==> config.mk <==
export PLATFORM = sky130hd
export DESIGN_NAME = neopixel_ctrl_flat
export DESIGN_NICKNAME = d
export VERILOG_FILES = /design/src/rtl/neopixel_ctrl_if.sv /design/src/rtl/neopixel_ctrl.sv /design/src/flat_wrapper.sv
export SDC_FILE = /design/constraint.sdc
export NUM_CORES = 1
export LEC_CHECK = 0
export BUFFER_PORTS_ARGS = -buffer_cell sky130_fd_sc_hd__buf_4
export CORE_UTILIZATION = 30
export DETAILED_ROUTE_END_ITERATION = 10
export GPL_TIMING_DRIVEN = 0
export HOLD_SLACK_MARGIN = 0.08
export SYNTH_ARGS = -nofsm -noshare
export SYNTH_HDL_FRONTEND = slang
export SYNTH_SLANG_ARGS = --single-unit
==> constraint.sdc <==
create_clock -name clk_16MHz -period 2.25 [get_ports clk_16MHz]
set_input_delay 0.45 -clock clk_16MHz [delete_from_list [all_inputs] [get_ports clk_16MHz]]
set_output_delay 0.45 -clock clk_16MHz [all_outputs]
set_load 0.01 [all_outputs]
==> src/rtl/neopixel_ctrl_if.sv <==
// PicoRV32-style peripheral bus: single pre-decoded select, held until ready.
interface neopixel_ctrl_if;
  logic        sel;
  logic [7:0]  addr;
  logic [31:0] wdata;
  logic [3:0]  wstrb;
  logic [31:0] rdata;
  logic        ready;

  modport master (
    output sel, addr, wdata, wstrb,
    input  rdata, ready
  );

  modport slave (
    input  sel, addr, wdata, wstrb,
    output rdata, ready
  );
endinterface

==> src/rtl/neopixel_ctrl.sv <==
// Bus front end for a WS2812 serial driver: CPU-written staging buffer,
// commit-triggered snapshot into the driver frame register, start/busy
// handshake with retry, and a latch gap between frames.
module neopixel_ctrl #(
  parameter int nbr_pixels    = 1,
  parameter int RESET_CYCLES  = 1000,
  parameter int START_TIMEOUT = 4
) (
  input  logic                      clk_16MHz,
  input  logic                      resetn,
  neopixel_ctrl_if.slave            bus,
  output logic [nbr_pixels*24-1:0]  pix_data,
  output logic                      start_tx,
  input  logic                      busy
);

  localparam int CNT_MAX = (RESET_CYCLES > START_TIMEOUT) ? RESET_CYCLES : START_TIMEOUT;
  localparam int CNT_W   = $clog2(CNT_MAX + 1);
  localparam int PW      = nbr_pixels * 24;

  typedef enum logic [2:0] {IDLE, START, RETRY, TX, LATCH} state_t;

  state_t             state_reg, state_next;
  logic [CNT_W-1:0]   cnt_reg, cnt_next;
  logic               pending_reg, pending_next;
  logic               start_tx_reg, start_tx_next;
  logic               ready_reg;
  logic [31:0]        rdata_reg, rdata_next;
  logic [PW-1:0]      pix_data_reg;
  logic [PW-1:0]      staging_flat;
  logic               access;
  logic               commit;
  logic               copy;

  // Bits of the bus that carry no meaning for this peripheral.
  logic unused_bits;
  assign unused_bits = &{1'b0, bus.wstrb[3], bus.wdata[31:24]};

  // An access is serviced on the single edge where sel is high and ready is not yet.
  assign access = bus.sel & ~ready_reg;
  assign commit = access & (bus.addr == 8'd0) & bus.wstrb[0] & bus.wdata[0];

  // One staging register per pixel; pixel 0 lands in the top 24 bits of the frame.
  generate
    for (genvar gi = 0; gi < nbr_pixels; gi++) begin : g_pix
      localparam logic [7:0] PIX_ADDR = 8'(gi + 1);
      logic [23:0] pix_reg;
      logic        hit;
      assign hit = access & (bus.addr == PIX_ADDR);

      // Byte-strobed update of this pixel; the top strobe has no byte to hit.
      always_ff @(posedge clk_16MHz or negedge resetn) begin
        if (!resetn) begin
          pix_reg <= '0;
        end else if (hit) begin
          for (int b = 0; b < 3; b++) begin
            if (bus.wstrb[b]) pix_reg[8*b +: 8] <= bus.wdata[8*b +: 8];
          end
        end
      end

      assign staging_flat[24*(nbr_pixels-gi)-1 -: 24] = pix_reg;
    end
  endgenerate

  // Read mux: status at word 0, pixels at 1..nbr_pixels, zero elsewhere.
  always_comb begin
    rdata_next = '0;
    if (bus.addr == 8'd0) begin
      rdata_next = {30'd0, pending_reg, (state_reg != IDLE)};
    end
    for (int i = 0; i < nbr_pixels; i++) begin
      if (bus.addr == 8'(i + 1)) rdata_next = {8'd0, staging_flat[24*(nbr_pixels-i)-1 -: 24]};
    end
  end

  // Bus acknowledge and registered read data.
  always_ff @(posedge clk_16MHz or negedge resetn) begin
    if (!resetn) begin
      ready_reg <= 1'b0;
      rdata_reg <= '0;
    end else begin
      ready_reg <= bus.sel & ~ready_reg;
      if (access) rdata_reg <= rdata_next;
    end
  end

  // Frame FSM next state; a commit landing on the copy cycle keeps pending set.
  always_comb begin
    state_next = state_reg;
    cnt_next   = cnt_reg;
    copy       = 1'b0;
    unique case (state_reg)
      IDLE: begin
        if (pending_reg && !busy) begin
          copy       = 1'b1;
          cnt_next   = '0;
          state_next = START;
        end
      end
      START: begin
        if (busy) begin
          state_next = TX;
        end else if (cnt_reg == CNT_W'(START_TIMEOUT - 1)) begin
          cnt_next   = '0;
          state_next = RETRY;
        end else begin
          cnt_next = cnt_reg + 1'b1;
        end
      end
      RETRY: begin
        cnt_next   = '0;
        state_next = START;
      end
      TX: begin
        if (!busy) begin
          cnt_next   = '0;
          state_next = LATCH;
        end
      end
      LATCH: begin
        if (cnt_reg == CNT_W'(RESET_CYCLES - 1)) begin
          cnt_next   = '0;
          state_next = IDLE;
        end else begin
          cnt_next = cnt_reg + 1'b1;
        end
      end
      default: state_next = IDLE;
    endcase
    start_tx_next = (state_next == START);
    pending_next  = commit | (pending_reg & ~copy);
  end

  // FSM state, counter, pending flag, start request and the frame snapshot.
  always_ff @(posedge clk_16MHz or negedge resetn) begin
    if (!resetn) begin
      state_reg    <= IDLE;
      cnt_reg      <= '0;
      pending_reg  <= 1'b0;
      start_tx_reg <= 1'b0;
      pix_data_reg <= '0;
    end else begin
      state_reg    <= state_next;
      cnt_reg      <= cnt_next;
      pending_reg  <= pending_next;
      start_tx_reg <= start_tx_next;
      if (copy) pix_data_reg <= staging_flat;
    end
  end

  assign bus.ready = ready_reg;
  assign bus.rdata = rdata_reg;
  assign start_tx  = start_tx_reg;
  assign pix_data  = pix_data_reg;

endmodule

==> src/flat_wrapper.sv <==
// flat-port wrapper written by rule: the top's interface ports become plain ports
module neopixel_ctrl_flat 
#(
  parameter int nbr_pixels    = 1,
  parameter int RESET_CYCLES  = 1000,
  parameter int START_TIMEOUT = 4
)
  (clk_16MHz, resetn, pix_data, start_tx, busy, bus_sel, bus_addr, bus_wdata, bus_wstrb, bus_rdata, bus_ready);
  neopixel_ctrl_if bus_i ();
  input  logic clk_16MHz;
  input  logic resetn;
  output logic [nbr_pixels*24-1:0] pix_data;
  output logic start_tx;
  input  logic busy;
  input wire logic [$bits(bus_i.sel)-1:0] bus_sel;
  input wire logic [$bits(bus_i.addr)-1:0] bus_addr;
  input wire logic [$bits(bus_i.wdata)-1:0] bus_wdata;
  input wire logic [$bits(bus_i.wstrb)-1:0] bus_wstrb;
  output wire logic [$bits(bus_i.rdata)-1:0] bus_rdata;
  output wire logic [$bits(bus_i.ready)-1:0] bus_ready;
  assign bus_i.sel = bus_sel;
  assign bus_i.addr = bus_addr;
  assign bus_i.wdata = bus_wdata;
  assign bus_i.wstrb = bus_wstrb;
  assign bus_rdata = bus_i.rdata;
  assign bus_ready = bus_i.ready;
  neopixel_ctrl #(.nbr_pixels(nbr_pixels), .RESET_CYCLES(RESET_CYCLES), .START_TIMEOUT(START_TIMEOUT)) u_core (.clk_16MHz(clk_16MHz), .resetn(resetn), .bus(bus_i), .pix_data(pix_data), .start_tx(start_tx), .busy(busy));
endmodule
==> flow_metrics.env, run 1 <==
export IMPL_status="complete, but fails checks"
export IMPL_violations="design-rule violations"
export IMPL_timing_hold_violations_final=0
export IMPL_ys_seq_area_share_pct=60.8
export IMPL_grt_overflow=0
export IMPL_layout_cells_non_filler=520
export IMPL_crit_chain="clkbuf_1 > nor3_1 > nand2_1 > buf_2 > mux2_2"
export IMPL_tns_ns=0
export IMPL_cts_tree="built"
export IMPL_synth_top_area_share_pct=60.8
export IMPL_ctsLongestPathBuffers=2
export IMPL_start_kind="flop"
export IMPL_cpPeakStageDelay_ns=0.39
export IMPL_slew_violations=0
export IMPL_dp_hpwl_um=5600
export IMPL_fin_util_pct=41.4
export IMPL_syn_to_final_growth_pct=32.3
export IMPL_swShare_pct=21.7
export IMPL_ant_nets=0
export IMPL_final_nets=421
export IMPL_drive_gt1_share_pct=45.6
export IMPL_avgViaCountPerCell=4.82
export IMPL_p_per_area_nw_per_um2=658
export IMPL_cts_setup_buffers=0
export IMPL_hold_class="input pin to async pin"
export IMPL_maxSlewHeadroom_pct=26.2
export IMPL_ys_seq_elements=88
export IMPL_cts_made_buffers=9
export IMPL_yosys_area_top_type="dfrtp_1"
export IMPL_fin_crit_ns=2.06
export IMPL_synth_area_per_cell_sq_um=13.6
export IMPL_post_place_ws_ns=-0.0332
export IMPL_drt_iter0_drc=124
export IMPL_worst_pin_slew_ns=1.11
export IMPL_fmax_ghz=0.486
export IMPL_die_w_um=112
export IMPL_finalInstanceArea_sq_um=4790
export IMPL_switching_power_mw=0.682
export IMPL_timing_final_ws_setup_ns=0.193
export IMPL_drt_pass1_iter_count=7
export IMPL_cap_violations=0
export IMPL_cp_end_kind="flop"
export IMPL_track_usage_pct=13.9
export IMPL_clk_latency_ns=0.34
export IMPL_ctsHtreeMaxLevel=3
export IMPL_setup_viol=0
export IMPL_syn_inst=266
export IMPL_post_place_cells=504
export IMPL_seqPwrFrac_pct=50.8
export IMPL_die_area_sq_um=12500
export IMPL_final_common_cell="buf_4"
export IMPL_cts_sinks=88
export IMPL_io_pins=106
export IMPL_yosys_warnings=0
export IMPL_grt_first_pass_wirelength_um=13500
export IMPL_root_buffer="clkbuf_16"
export IMPL_start_util_pct=31.3
export IMPL_cp_buffers_inverters=2
export IMPL_synthTopCellsByArea="dfrtp_1 61%, mux2_2 14%, a22o_1 6.3%"
export IMPL_dpl_instance_area_sq_um=4490
export IMPL_antenna_found_initial=0
export IMPL_p_leak_nw=2.46
export IMPL_final_cell_mix="97 x buf_4, 88 x dfrtp_1, 46 x mux2_2, 26 x a22o_1, 9 x clkbuf_16"
export IMPL_cp_max_fo=10
export IMPL_grt_max_degree=89
export IMPL_die_height_um=112
export IMPL_crit_arrival_ns=2.28
export IMPL_placementRows=39
export IMPL_criticalPathCategory="flop to flop"
export IMPL_skew_ns=0.00514
export IMPL_cp_required_ns=2.47
export IMPL_finalWirelength_um=8180
export IMPL_yosys_cell_types_count=44
export IMPL_core_area_sq_um=11600
export IMPL_place_congestion=0.777
export IMPL_period_share_pct=91.4
export IMPL_pwr_share_comb_pct=4.1
export IMPL_power_share_clock_pct=45.1
export IMPL_ir_drop_uv=446
export IMPL_antenna_cells=0
export IMPL_rsz0062_at_grt="no"
export IMPL_critPathTopFamily="buffers and inverters"
export IMPL_syn_area_sq_um=3620
export IMPL_vias=2507
export IMPL_io_buffer_count=88
export IMPL_grt_pass1_vias=2672
export IMPL_total_power_mw=3.15
export IMPL_hold_ws_ns=0.309
export IMPL_clk_pin_slew_worst_paths_ns=0.06
export IMPL_remaining_drc_errors=3
export IMPL_p_int_mw=2.47
export IMPL_routedWlPerCell_um=15.7
export IMPL_cp_slowest_cell="buf_2"
## synth_stat cells
cell type,number
nand2b_1,1
nand4_1,3
or3_1,3
or4_4,1
conb_1,1
a222oi_1,1
mux2_2,46
and2_1,1
nor3_1,5
o41ai_2,1
nand3_1,3
buf_2,4
nor2_1,6
o21a_4,1
nor3b_1,1
o21ai_0,3
a221o_1,1
a21oi_1,5
o32ai_1,1
nor2b_1,5
o32a_1,1
clkbuf_1,6
and3_1,3
and2b_1,1
dfrtp_1,88
o21ai_1,5
nand2_1,11
o21bai_1,1
a32o_1,1
o21a_1,1
buf_4,9
or3b_1,1
ha_1,1
a21o_1,3
nor4_1,1
nand3b_1,2
mux2i_1,1
mux2_1,3
xor2_1,1
a22o_1,26
nor2_4,2
or4_1,1
inv_1,3
xnor2_1,1
## power by group through the flow
stage	sequential, mW	combinational, mW	clock, mW
after floorplan	1.63	0.0367	0
after global placement	1.63	0.131	0
after global routing	1.60	0.145	1.53
after CTS	1.60	0.134	1.47
final	1.60	0.130	1.42
after detailed placement	1.63	0.134	0
## timing repair
action,CTS,global route
gates resized for setup,0,5
endpoints found under the setup margin,0,23
hold buffers,0,0
## worst register-to-register path: stages (launching register included)
cell      delay [ns]
dfrtp_1         0.34
clkbuf_1        0.33
nor3_1          0.12
nand2_1         0.38
buf_2           0.39
mux2_2          0.38
## cell families (layout without fill, tap and decap cells)
family	after synthesis	count (layout)	share of synthesized area (%)
mux	50	50	15.5
compound gates	51	51	11.3
simple gates	51	51	8.02
flops	88	88	60.8
other cells	1	8	0.104
xor+xnor	2	2	0.484
fa+ha+maj	1	1	0.346
buf+inv	22	126	3.35
## cell type report
type / instances / area [sq um]
Fill cell: 1074 / 6780
Clock inverter: 5 / 41.3
Clock buffer: 11 / 253
Buffer: 19 / 111
Timing Repair Buffer: 88 / 661
Tap cell: 143 / 179
Sequential cell: 88 / 2200
Multi-Input combinational cell: 163 / 1330
Inverter: 3 / 11.3
## path summary, 6_finish.rpt
| kind | from | endpoint | slack, ns | cells past startpoint |
|---|---|---|---|---|
| worst max-delay path | u_core.state_reg[0] | u_core.pix_data[2] | 0.19 | 5 |
| worst min-delay path | resetn | u_core.bus.ready | 0.31 | 1 |
| worst max register to register | u_core.state_reg[0] | u_core.pix_data[2] | 0.19 | 5 |
| worst min register to register | u_core.bus.rdata[1] | u_core.bus.rdata[1] | 0.49 | 2 |
| max in group asynchronous | resetn | u_core.g_pix[0].pix_reg[5] | 1.21 | 1 |
| min in group clk_16MHz | bus_wdata[23] | u_core.g_pix[0].pix_reg[23] | 0.33 | 2 |
## layer usage
layer,GRT usage (%),up-vias,wire (um)
met5,0,-,0
met1,17.3,1256,3560
li1,-,1173,-
met2,21.7,66,3810
met3,5.93,12,710
met4,4.86,0,102
(Power assumes the default switching activity.)
==> inputs of run 2 (changes only) <==
==> constraint.sdc (replaced) <==
create_clock -name clk_16MHz -period 1.8 [get_ports clk_16MHz]
set_input_delay 0.36 -clock clk_16MHz [delete_from_list [all_inputs] [get_ports clk_16MHz]]
set_output_delay 0.36 -clock clk_16MHz [all_outputs]
set_load 0.01 [all_outputs]
==> run 2 against run 1 <==
Compared with the run above: the flow finishes with violations (design-rule violations, negative setup slack); critical path type unchanged; sequential power rose by 25%; die area did not move; critical endpoint is now u_core.cnt_reg[0]; clock power rose by 45%; non-clock buffer count rose by 9; largest cell class unchanged.
==> flow_metrics.env, run 2 (synthesized netlist as in run 1, its figures left out) <==
export IMPL_status="complete, but fails checks"
export IMPL_violations="design-rule violations, negative setup slack"
export IMPL_post_place_cells=504
export IMPL_cts_made_buffers=9
export IMPL_clk_latency_ns=0.34
export IMPL_placementRows=39
export IMPL_io_buffer_count=88
export IMPL_grt_first_pass_wirelength_um=13700
export IMPL_skew_ns=0.00748
export IMPL_syn_to_final_growth_pct=38.5
export IMPL_remaining_drc_errors=2
export IMPL_grt_overflow=0
export IMPL_avgViaCountPerCell=4.88
export IMPL_fin_crit_ns=1.95
export IMPL_antenna_found_initial=0
export IMPL_ctsHoldBuffers=0
export IMPL_cts_tree="built"
export IMPL_cp_end_kind="flop"
export IMPL_cap_violations=0
export IMPL_vias=2588
export IMPL_grt_max_degree=89
export IMPL_criticalPathCategory="flop to flop"
export IMPL_ctsHtreeMaxLevel=3
export IMPL_finalWirelength_um=8560
export IMPL_die_w_um=112
export IMPL_die_area_sq_um=12500
export IMPL_reg2reg_depth=5
export IMPL_worstSetupEndpoint="u_core.cnt_reg[0]"
export IMPL_root_buffer="clkbuf_16"
export IMPL_rsz0062_at_grt="yes"
export IMPL_p_per_area_nw_per_um2=842
export IMPL_fmax_ghz=0.513
export IMPL_layout_cells_non_filler=530
export IMPL_cts_sinks=88
export IMPL_period_share_pct=108
export IMPL_ir_drop_uv=505
export IMPL_reg2reg_setup_slack_ns=-0.15
export IMPL_maxSlewHeadroom_pct=25.7
export IMPL_slew_violations=0
export IMPL_drt_pass1_iter_count=7
export IMPL_dp_hpwl_um=5610
export IMPL_ant_nets=0
export IMPL_area_sequential_sq_um=2200
export IMPL_final_cell_mix="106 x buf_4, 88 x dfrtp_1, 46 x mux2_2, 26 x a22o_1, 9 x clkbuf_16"
export IMPL_start_kind="flop"
export IMPL_clk_pin_slew_worst_paths_ns=0.07
export IMPL_tns_ns=-1.12
export IMPL_hold_class="input pin to async pin"
export IMPL_cp_max_fo=5
export IMPL_post_place_ws_ns=-0.401
export IMPL_timing_hold_violations_final=0
export IMPL_multi_input_area_sq_um=1430
export IMPL_reg2reg_to="u_core.cnt_reg[0]"
export IMPL_finalInstanceArea_sq_um=5010
export IMPL_crit_start="u_core.cnt_reg[5]"
export IMPL_worst_pin_slew_ns=1.11
export IMPL_start_util_pct=31.3
export IMPL_antenna_cells=0
export IMPL_n_fill_cell=1058
export IMPL_drt_iter0_drc=131
export IMPL_r2r_start="u_core.cnt_reg[5]"
export IMPL_p_leak_nw=2.60
export IMPL_crit_arrival_ns=2.17
export IMPL_routedWlPerCell_um=16.2
export IMPL_track_usage_pct=14.0
export IMPL_setup_viol=12
export IMPL_ctsLongestPathBuffers=2
export IMPL_place_congestion=0.782
export IMPL_fin_util_pct=43.4
export IMPL_dpl_instance_area_sq_um=4500
export IMPL_die_height_um=112
export IMPL_cp_required_ns=2.02
export IMPL_drive_gt1_share_pct=51.7
export IMPL_final_common_cell="buf_4"
export IMPL_io_pins=106
export IMPL_core_area_sq_um=11600
export IMPL_final_nets=431
export IMPL_grt_pass1_vias=2615
export IMPL_timing_final_ws_setup_ns=-0.151
run 2: cell types whose count changed in the layout (fill, tap and decap cells not counted), moves of 3 or more:
cell and delta:
nand2_4 +3, clkbuf_1 -3, a21oi_1 -5, a21oi_2 +5, buf_4 +9
run 2: layout make-up:
cell class              count  share of cell area (%)
inverters                   3                   0.225
repair buffers             98                    15.0
plain buffers              18                    2.25
clock inverters             6                    1.82
well taps                 143                    3.57
flip-flops and latches     88                    43.9
clock buffers              10                    4.77
multi-input cells         164                    28.5
run 2: timing repair:
action	CTS	global route
pin swaps	7	3
setup buffers	9	1
gates cloned	1	0
gates resized for setup	22	6
endpoints found under the hold margin	0	0
setup endpoints to repair	74	13
run 2: worst min path at each step:
stage | startpoint | endpoint | slack, ns | cells after the start
after floorplan | resetn | u_core.bus.rdata[0] | 0.06 | 0
after global placement | u_core.bus.rdata[1] | u_core.bus.rdata[1] | 0.47 | 2
after detailed placement | u_core.bus.rdata[1] | u_core.bus.rdata[1] | 0.49 | 2
after CTS | bus_wdata[23] | u_core.g_pix[0].pix_reg[23] | 0.23 | 2
after global routing | bus_wdata[23] | u_core.g_pix[0].pix_reg[23] | 0.23 | 2
final | resetn | u_core.bus.ready | 0.19 | 1
run 2: power breakdown:
| group | internal, mW | total [mW] | switching, mW |
|---|---|---|---|
| Sequential | 1.99 | 2.00 | 0.00923 |
| Clock | 1.26 | 2.06 | 0.794 |
| Combinational | 0.0794 | 0.167 | 0.0872 |
| Total | 3.33 | 4.22 | 0.890 |
run 2: worst max-delay path: stages, from the launching register on:
cell and delay [ns]:
dfrtp_1 0.39, or4_4 0.56, o41ai_4 0.35, o21a_4 0.23, nor2_4 0.06, mux2_2 0.26
run 2: routing by layer:
layer  global-route usage (%)  vias to the layer above  share of wire, %  wire, um
li1                         -                     1188                 -         -
met1                     18.2                     1322                44      3750
met2                     22.4                       66                48      4140
met3                     4.03                       12               6.6       565
met4                     4.86                        0               1.3       110
met5                        0                        -                 0         0
run 2: metrics by stage:
| step | power (mW) | hold WS [ns] |
|---|---|---|
| floorplan | 2.08 | 0.0644 |
| global placement | 2.20 | 0.475 |
| detailed placement | 2.20 | 0.490 |
| CTS | 4.27 | 0.226 |
| global route | 4.36 | 0.233 |
| finish | 4.22 | 0.195 |
==> inputs of run 3 (changes only) <==
--- a/config.mk
+++ b/config.mk
@@ -10,6 +10,7 @@
 export DETAILED_ROUTE_END_ITERATION = 10
 export GPL_TIMING_DRIVEN = 0
 export HOLD_SLACK_MARGIN = 0.08
+export RECOVER_POWER = 100
 export SYNTH_ARGS = -nofsm -noshare
 export SYNTH_HDL_FRONTEND = slang
 export SYNTH_SLANG_ARGS = --single-unit
==> run 3 against run 2 <==
Compared with the run above: the flow still finishes with violations (design-rule violations, negative setup slack); critical path depth did not move; worst hold slack better by 0.039 ns; die area stayed put; design area down 4.0%; register-to-register slack hardly changed; via count grew 0.19%; critical path type unchanged.
==> flow_metrics.env, run 3 (synthesized netlist as in run 1, its figures left out) <==
export IMPL_grt_first_pass_wirelength_um=13700
export IMPL_io_buffer_count=88
export IMPL_cpPeakStageDelay_ns=0.56
export IMPL_die_w_um=112
export IMPL_crit_chain="or4_4 > o41ai_4 > o21a_4 > nor2_4 > mux2_2"
export IMPL_avgViaCountPerCell=4.89
export IMPL_cts_tree="built"
export IMPL_skew_ns=0.00780
export IMPL_vias=2593
export IMPL_grt_pass1_vias=2615
export IMPL_crit_start="u_core.cnt_reg[5]"
export IMPL_grt_max_degree=89
export IMPL_hold_class="input pin to flop"
export IMPL_r2r_start="u_core.cnt_reg[5]"
export IMPL_min_from="bus_wdata[15]"
export IMPL_core_area_sq_um=11600
export IMPL_criticalPathCategory="flop to flop"
export IMPL_start_util_pct=31.3
export IMPL_power_share_clock_pct=48.7
export IMPL_ir_drop_uv=501
export IMPL_fmax_ghz=0.513
export IMPL_finalWirelength_um=8520
export IMPL_ant_nets=0
export IMPL_multi_input_area_sq_um=1410
export IMPL_syn_to_final_growth_pct=32.9
export IMPL_remaining_drc_errors=2
export IMPL_ctsLongestPathBuffers=2
export IMPL_dp_hpwl_um=5610
export IMPL_setup_viol=46
export IMPL_area_sequential_sq_um=2200
export IMPL_crit_arrival_ns=2.17
export IMPL_p_int_mw=3.33
export IMPL_status="complete, but fails checks"
export IMPL_n_fill_cell=1116
export IMPL_cp_end_kind="flop"
export IMPL_reg2reg_setup_slack_ns=-0.15
export IMPL_io_pins=106
export IMPL_timing_hold_violations_final=0
export IMPL_drt_iter0_drc=141
export IMPL_slew_violations=0
export IMPL_routedWlPerCell_um=16.1
export IMPL_final_nets=431
export IMPL_drive_gt1_share_pct=38.0
export IMPL_pwr_share_comb_pct=3.9
export IMPL_drt_pass1_iter_count=7
export IMPL_grt_overflow=0
export IMPL_die_height_um=112
export IMPL_cp_slowest_cell="or4_4"
export IMPL_maxSlewHeadroom_pct=19.7
export IMPL_switching_power_mw=0.888
export IMPL_cp_required_ns=2.02
export IMPL_place_congestion=0.782
export IMPL_cts_made_buffers=9
export IMPL_clk_latency_ns=0.34
export IMPL_antenna_found_initial=0
export IMPL_tns_ns=-1.92
export IMPL_period_share_pct=108
export IMPL_cap_violations=0
export IMPL_cts_sinks=88
export IMPL_ctsHtreeMaxLevel=3
export IMPL_clk_pin_slew_worst_paths_ns=0.07
export IMPL_root_buffer="clkbuf_16"
export IMPL_start_kind="flop"
export IMPL_antenna_cells=0
export IMPL_worst_pin_slew_ns=1.20
export IMPL_hold_ws_ns=0.233
export IMPL_rsz0062_at_grt="yes"
export IMPL_timing_final_ws_setup_ns=-0.150
export IMPL_cp_max_fo=5
export IMPL_track_usage_pct=14.0
export IMPL_die_area_sq_um=12500
export IMPL_p_per_area_nw_per_um2=876
export IMPL_placementRows=39
export IMPL_swShare_pct=21.1
export IMPL_p_leak_nw=2.38
export IMPL_violations="design-rule violations, negative setup slack"
export IMPL_seqPwrFrac_pct=47.4
export IMPL_fin_crit_ns=1.95
export IMPL_final_common_cell="dfrtp_1"
export IMPL_final_cell_mix="88 x dfrtp_1, 55 x buf_4, 52 x clkbuf_1, 46 x mux2_2, 26 x a22o_1"
[run 3: cell types whose count changed in the layout (fill, tap and decap cells not counted)]
cell / before / now
clkbuf_4: 0 / 1
nand2_1: 7 / 8
buf_4: 106 / 55
clkbuf_1: 2 / 52
nand2_2: 1 / 0
nor3_2: 2 / 1
nand2b_4: 1 / 0
nand2b_1: 0 / 1
nor3_1: 3 / 4
[run 3: worst max-delay path: cells and delay by family (launching register included)]
family | cells | cell delay [ns]
flip-flops | 1 | 0.39
AND/OR/NAND/NOR | 2 | 0.62
AO/OA/AOI/OAI | 2 | 0.58
multiplexers | 1 | 0.26
[run 3: timing repair]
action / in CTS / in global routing
hold buffers: 0 / 0
endpoints found under the setup margin: 74 / 13
buffers inserted: 9 / 1
pin swaps: 7 / 3
gates resized for setup: 22 / 6
gates cloned: 1 / 0
[run 3: metrics by stage]
stage / util (%) / instance area [sq um] / setup WS [ns] / total power [mW] / instances
2_1_floorplan: - / 3660 / -0.0487 / 2.08 / 273
3_3_place_gp: 38.9 / 4500 / -0.397 / 2.20 / 504
3_5_place_dp: 38.9 / 4500 / -0.401 / 2.20 / 504
4_1_cts: 43.1 / 4990 / -0.154 / 4.27 / 529
5_1_grt: 41.6 / 4810 / -0.197 / 4.35 / 530
6_report: 41.6 / 4810 / -0.150 / 4.22 / 530
[run 3: metal layers]
metal / vias up / global-route usage, % / part of all wire, %
met3: 9 / 4.03 / 6.6
met5: - / 0 / 0
met2: 70 / 22.4 / 48
met1: 1325 / 18.2 / 44
met4: 0 / 4.86 / 1.1
li1: 1189 / - / -
[run 3: area by class of cell]
class / count / share of cell area, %
flip-flops and latches: 88 / 45.8
multi-input cells: 164 / 29.4
repair buffers: 98 / 11.7
clock buffers: 10 / 4.97
well taps: 143 / 3.72
plain buffers: 18 / 2.34
clock inverters: 6 / 1.90
inverters: 3 / 0.234
[run 3: final timing paths]
kind                                               endpoint  cells past startpoint
worst max-delay path                      u_core.cnt_reg[0]                      5
worst min-delay path            u_core.g_pix[0].pix_reg[15]                      2
max in group asynchronous              u_core.bus.rdata[20]                      1
worst max register to register            u_core.cnt_reg[0]                      5
worst min register to register          u_core.bus.rdata[1]                      2
min in group asynchronous                  u_core.bus.ready                      1
[run 3: power groups by stage]
| stage | sequential [mW] | combinational (mW) | clock [mW] |
|---|---|---|---|
| floorplan | 2.03 | 0.0459 | 0 |
| global placement | 2.04 | 0.164 | 0 |
| detailed placement | 2.04 | 0.167 | 0 |
| CTS | 2.00 | 0.171 | 2.10 |
| global route | 2.00 | 0.184 | 2.17 |
| finish | 2.00 | 0.163 | 2.05 |
